## config.mk

```make
export PLATFORM = sky130hd
export DESIGN_NAME = param_sync_fifo
export DESIGN_NICKNAME = d
export VERILOG_FILES = /design/src/rtl/param_sync_fifo.sv
export SDC_FILE = /design/constraint.sdc
export NUM_CORES = 1
export LEC_CHECK = 0
export ABC_AREA = 1
export CAP_MARGIN = 10
export CORE_ASPECT_RATIO = 2
export CORE_MARGIN = 1
export CORE_UTILIZATION = 47
export DETAILED_ROUTE_END_ITERATION = 10
export PLACE_DENSITY = 0.67
export SLEW_MARGIN = 20
export SYNTH_ARGS = -nofsm -noshare
export SYNTH_HDL_FRONTEND = slang
export SYNTH_SLANG_ARGS = --single-unit
```

## constraint.sdc

```tcl
create_clock -name clk -period 3.8 [get_ports clk]
set_clock_uncertainty 0.2 [all_clocks]
set_input_delay 0.76 -clock clk [delete_from_list [all_inputs] [get_ports clk]]
set_output_delay 0.76 -clock clk [all_outputs]
set_load 0.02 [all_outputs]
```

## src/rtl/param_sync_fifo.sv

```systemverilog
// rtl/param_sync_fifo.sv - parameterised single-clock FIFO with level flags, sticky errors and FWFT option
module param_sync_fifo #(
   parameter int DATA_WIDTH = 8,
   parameter int ADDR_WIDTH = 3,
   parameter int AF_LEVEL   = 6,
   parameter int AE_LEVEL   = 2,
   parameter int FWFT       = 0
) (
   input  logic                  clk,
   input  logic                  rst,
   input  logic                  push,
   input  logic                  pop,
   input  logic [DATA_WIDTH-1:0] data_in,
   output logic [DATA_WIDTH-1:0] data_out,
   output logic                  empty,
   output logic                  full,
   output logic                  almost_empty,
   output logic                  almost_full,
   output logic [ADDR_WIDTH:0]   fifo_counter,
   output logic                  overflow,
   output logic                  underflow,
   input  logic                  clr_err
);

   localparam int DEPTH = 2 ** ADDR_WIDTH;
   localparam int CW    = ADDR_WIDTH + 1;
   localparam logic [CW-1:0] DEPTH_C = CW'(DEPTH);
   localparam logic [CW-1:0] AF_C    = CW'(AF_LEVEL);
   localparam logic [CW-1:0] AE_C    = CW'(AE_LEVEL);

   logic [DATA_WIDTH-1:0] mem_q [DEPTH];
   logic [ADDR_WIDTH-1:0] wptr_q, wptr_d, rptr_q, rptr_d;
   logic [CW-1:0]         count_q, count_d;
   logic                  ovf_q, ovf_d, udf_q, udf_d;
   logic                  pop_ok, push_ok;

   assign empty        = (count_q == '0);
   assign full         = (count_q == DEPTH_C);
   assign almost_empty = (count_q <= AE_C);
   assign almost_full  = (count_q >= AF_C);
   assign fifo_counter = count_q;
   assign overflow     = ovf_q;
   assign underflow    = udf_q;

   // A push into a full FIFO is still legal when a pop frees a slot in the same cycle.
   always_comb begin
      pop_ok  = pop & ~empty;
      push_ok = push & (~full | pop_ok);
      wptr_d  = wptr_q;
      rptr_d  = rptr_q;
      count_d = count_q;
      if (push_ok) wptr_d = wptr_q + ADDR_WIDTH'(1);
      if (pop_ok)  rptr_d = rptr_q + ADDR_WIDTH'(1);
      unique case ({push_ok, pop_ok})
         2'b10:   count_d = count_q + CW'(1);
         2'b01:   count_d = count_q - CW'(1);
         default: count_d = count_q;
      endcase
      ovf_d = (ovf_q & ~clr_err) | (push & ~push_ok);
      udf_d = (udf_q & ~clr_err) | (pop & ~pop_ok);
   end

   always_ff @(posedge clk or posedge rst) begin
      if (rst) begin
         wptr_q  <= '0;
         rptr_q  <= '0;
         count_q <= '0;
         ovf_q   <= 1'b0;
         udf_q   <= 1'b0;
      end else begin
         wptr_q  <= wptr_d;
         rptr_q  <= rptr_d;
         count_q <= count_d;
         ovf_q   <= ovf_d;
         udf_q   <= udf_d;
      end
   end

   // Storage is deliberately left out of reset.
   always_ff @(posedge clk) begin
      if (push_ok && !rst) mem_q[wptr_q] <= data_in;
   end

   if (FWFT != 0) begin : g_fwft
      assign data_out = empty ? '0 : mem_q[rptr_q];
   end else begin : g_reg
      logic [DATA_WIDTH-1:0] dout_q, dout_d;

      always_comb begin
         dout_d = dout_q;
         if (pop_ok) dout_d = mem_q[rptr_q];
      end

      always_ff @(posedge clk or posedge rst) begin
         if (rst) dout_q <= '0;
         else     dout_q <= dout_d;
      end

      assign data_out = dout_q;
   end

endmodule

```

* Yosys cells after proc, flatten, opt, wreduce, memory -nomap -nowiden
Memory sizes are Yosys's and may differ from the RTL's. A register that Yosys moved wholly into a read port is not among the register bits.
Cells that the tools add are included.
** Storage, ports and cells
- Flip-flop bits (word level) :: 12
- Bits in latches :: 0
- Bits in writable memories :: 64
- ROM bits :: 0
- Bits of input ports :: 13
- Output and inout bits :: 18
- Word-level logic and storage cells :: 36
- Memories :: 1
** Memory list
- mem_q :: words 8, bits a word 8, rd ports 1, clocked after Yosys merged registers in 1, wr ports 1, line 31 : logic [DATA_WIDTH-1:0] mem_q [DEPTH];
** Operators by class
- Add/subtract/negate cells :: 4
- Multipliers :: 0
- Divide/modulo/power cells :: 0
- Order comparisons :: 2
- Eq/ne operators :: 3
- Shift-type cells :: 0
- Multiplexer cells :: 3
- Bitwise logic cells :: 14
- Reductions and logical operators :: 4
** Operators by type and width (count)
- $pmux 4 s2 :: 1
- $add 3x1->3 const B :: 2
- $and 1x1->1 :: 6
- $not 1->1 :: 5
- $add 4x1->4 const B :: 1
- $eq 4x4->1 const B :: 1
- $ge 4x3->1 const B :: 1
- $le 4x2->1 const B :: 1
- $logic_not 4->1 :: 1
- $sub 4x1->4 const B :: 1
- $or 1x1->1 :: 3
- $eq 2x1->1 const B :: 1
- $eq 2x2->1 const B :: 1
- $mux 1 :: 2
- $reduce_bool 2->1 :: 1
- $logic_and 1x1->1 :: 1
- $logic_not 1->1 :: 1

* Longest topological paths before layout
- Word-level depth :: 8
- Gate-level depth with buffers :: 13
- Mapped depth without buffers :: 13

* Worst setup path after synthesis
No wires, ideal clock.
- Path type :: input to register
- Start :: input rst
- End :: memory mem_q[6][0], enable pin
- Setup time :: 370 ps
- Data arrival time :: 1847 ps
- Data required time :: 3230 ps
- Setup slack :: 1383 ps
- Stages on the path :: 3
- Buffers on the path :: 0
- Cell sequence :: inv_1 -> nand3_1 -> nor2_1
** On the way
- Word-level cells in the longest chain between the ends :: 4
** Ends and longest elaborated chain
- start, declared :: line 10 : input logic rst,
- $logic_not 1->1 (no line)
- $logic_and 1x1->1 :: line 81 : if (push_ok && !rst) mem_q[wptr_q] <= data_in;
- $mux 1 :: line 81
- $mux 1 (not written as such) :: line 81
- end, declared :: line 31
Every way passes these cells.

* Final worst setup path
- Start :: register count_q[0], in the netlist fifo_counter[0]
- End :: output full
** On the way
- Word-level cells in the longest chain between the ends :: 1
** Ends and longest elaborated chain
- start, declared :: line 33 : logic [CW-1:0] count_q, count_d;
- start signal, assigned :: line 73 : count_q <= count_d;
- $eq 4x4->1 :: line 38 : assign full = (count_q == DEPTH_C);
- end, declared :: line 16 : output logic full,
Every way passes these cells.

==> flow_metrics.tcl <==
set metrics [dict create \
    status "complete, no violations" \
    worstSetupPathType "reg -> out" \
    r2r_slack_ns 1.53 \
    grt_max_degree 35 \
    use_met2 0.4227 \
    io_pins 31 \
    critical_path.endpoint_type "output port" \
    seq_area_frac_synth 0.6927 \
    r2r_start "fifo_counter[0]" \
    vias 2310 \
    clkLatencyLatePin_ns 0.33 \
    use_met3 0.04487 \
    min_from "data_out[4]" \
    drc 0 \
    grt_util_met1 0.2012 \
    fin_crit_sh 0.7207 \
    fill_cells 610 \
    avgSynthCellArea_sq_um 11.54 \
    fin_crit_ns 2.739 \
    worst_slew_pin_slew_ns 0.9577 \
    coreArea_sq_um 7212 \
    crit_path_max_fanout 5 \
    vias_per_cell 5.347 \
    fp.dieW_um 63.00 \
    ys_ff_latch 84 \
    path_depth 4 \
    gp_congestion 0.9690 \
    timing.fmax_mhz 365.2 \
    grt_busiest_layer "met2" \
    grt-ovfl-total 0 \
    die_y_um 124.0 \
    comb_power_share 0.348 \
    clockPowerShare 0.237 \
    seqPwrFrac 0.415 \
    r2r_end "fifo_counter[3]" \
    power.internal_uw 2029 \
    area_growth_pct 18.25 \
    synthCells 303 \
    slowest_delay_ns 0.60 \
    routed_wl_mm 7.718 \
    wl_per_cell_um 17.87 \
    die_area_sq_um 7811 \
    rsz0062_at_grt "false" \
    syn_nets 321 \
    maxCapViolCount 0 \
    grt_pass1_wl_mm 12.04 \
    row_count 44 \
    p_leak_uw 0.001553 \
    peakVddDrop_mv 0.4105 \
    synth_cell_type_count 24 \
    dr.pass1.iters 4 \
    placed_area_sq_um 3865 \
    port_buffers 30 \
    crit_path_cell_trace "nor2_2, nand3_1, inv_1, clkdlybuf4s50_1" \
    cts-buffers-inserted 9 \
    endpoint "full" \
    cts_setup_buffers 0 \
    p_sw_frac 0.3668 \
    hold_buffers 0 \
    drive_gt1_frac 0.07353 \
    reg2reg_depth 12 \
    worst_hold_path_type "reg -> reg" \
    antenna_found_initial 0 \
    yosys_warnings 0 \
    finalHoldViolCount 0 \
    maxSlewHeadroom 0.3615 \
    p_sw_uw 1176 \
    drtIter0Drc 119 \
    power.density_nw_per_um2 775.0 \
    setup.worst_path.start "fifo_counter[0]" \
    cts.htree.levels 3 \
    synth_area_sq_um 3497 \
    crit_path_start_kind "register" \
    drtAntennaViolNets 0 \
    stdcell_area_sq_um 4135 \
    start_util 0.4849 \
    ctsResizeCount 0 \
    slowest_stage "clkdlybuf4s50_1" \
    clkSinkCount 84 \
    hpwl_mm 5.787 \
    grt_usage 0.2246 \
    cts.clk_slew.worst_paths_ns 0.06 \
    path_delay_family "buffers and inverters" \
    clockRootBuffer "clkbuf_16" \
    grt_pass1_vias 2348 \
    critical_path_required_ns 2.84 \
    arrival_ns 1.78 \
    nets 353 \
    cts_tree "built" \
    diodes 0 \
    drv_slew 0 \
    fin_setup_tns_ns 0 \
    setup_viol 0 \
    critPathBufInv 2 \
    clockBufferDepth 2 \
]
==> power groups by stage <==
stage / clock network (uW) / logic (uW) / registers [uW]
after detailed placement: 0 / 1120 / 1340
after CTS: 771 / 1120 / 1330
after global placement: 0 / 1100 / 1340
final: 759 / 1120 / 1330
after global routing: 809 / 1230 / 1350
after floorplan: 0 / 695 / 1340
==> tightest hold or removal path: stages, from the launching register on <==
cell     delay (ns)
dfrtp_1        0.34
nand2_1        0.05
nand2_1        0.05
==> per-layer routing <==
layer | vias up | part of all wire
met5 | - | 0
met3 | 38 | 0.030
met4 | 0 | 0.070
met2 | 75 | 0.57
met1 | 1086 | 0.33
li1 | 1111 | -
==> synth_stat cells <==
cell type	count	area, sq um
fa_1	1	20.02
nand4_1	2	12.51
clkinv_1	1	3.750
nand3_1	18	90.09
buf_4	3	22.52
nand2_1	40	150.1
o21ai_1	22	110.1
xnor2_1	2	17.52
buf_2	8	40.04
inv_2	3	11.26
nand2_4	1	11.26
inv_1	17	63.81
nor2_4	1	11.26
or2_1	1	6.260
o21ai_0	14	70.07
o211ai_1	16	120.1
ha_1	4	50.05
o22ai_1	1	6.260
nand2_2	2	12.51
edfxtp_1	64	1922
nor2_1	59	221.5
dfrtp_1	20	500.5
nor2_2	1	6.260
xor2_1	2	17.52
==> cell families after synthesis <==
group	share of synthesized area
flops	0.6927
fa+ha+maj	0.02004
compound gates	0.08766
simple gates	0.1492
xor+xnor	0.01002
buf+inv	0.04043
==> flip-flops by register name (all words and copies together), names as in the netlist <==
name	count
mem_q	64
data_out	8
fifo_counter	4
rptr_q	3
wptr_q	3
overflow	1
underflow	1
==> cells in the final DEF, fill, tap and decap left out, types with 14 or more instances in the layout <==
master and n:
o21ai_1 22, nor2_1 59, nand2_1 40, dfrtp_1 20, nand3_1 18, o21ai_0 14
clkdlybuf4s50_1 30, o211ai_1 16, inv_1 17, edfxtp_1 64
==> through the flow <==
stage | power (uW) | worst slack [ns] | hold WS [ns] | util | std cells
6_report | 3205 | 1.061 | 0.2784 | 0.5734 | 432
3_5_place_dp | 2461 | 0.8424 | 0.2662 | 0.5359 | 416
5_1_grt | 3392 | 0.9863 | 0.3123 | 0.5734 | 432
4_1_cts | 3221 | 1.062 | 0.2821 | 0.5734 | 432
3_3_place_gp | 2435 | 0.8951 | 0.2668 | 0.5359 | 416
2_1_floorplan | 2034 | 1.383 | 0.2918 | - | 303
==> worst min-delay path by stage <==
stage / endpoint / cells past startpoint
5_1_grt: data_out[4] / 2
3_3_place_gp: data_out[2] / 2
4_1_cts: data_out[4] / 2
6_report: data_out[4] / 2
3_5_place_dp: data_out[4] / 2
2_1_floorplan: wptr_q[0] / 2
==> cell type report <==
class / count / area (sq um) / share of cell area
clock buffer: 11 / 242.7 / 0.05870
clock inverter: 5 / 27.53 / 0.006657
inverter: 21 / 78.83 / 0.01906
multi-input combinational: 187 / 933.4 / 0.2257
sequential: 84 / 2422 / 0.5858
tap: 92 / 115.1 / 0.02784
timing repair buffer: 32 / 315.3 / 0.07625
Power figures use the tool's default switching activity.
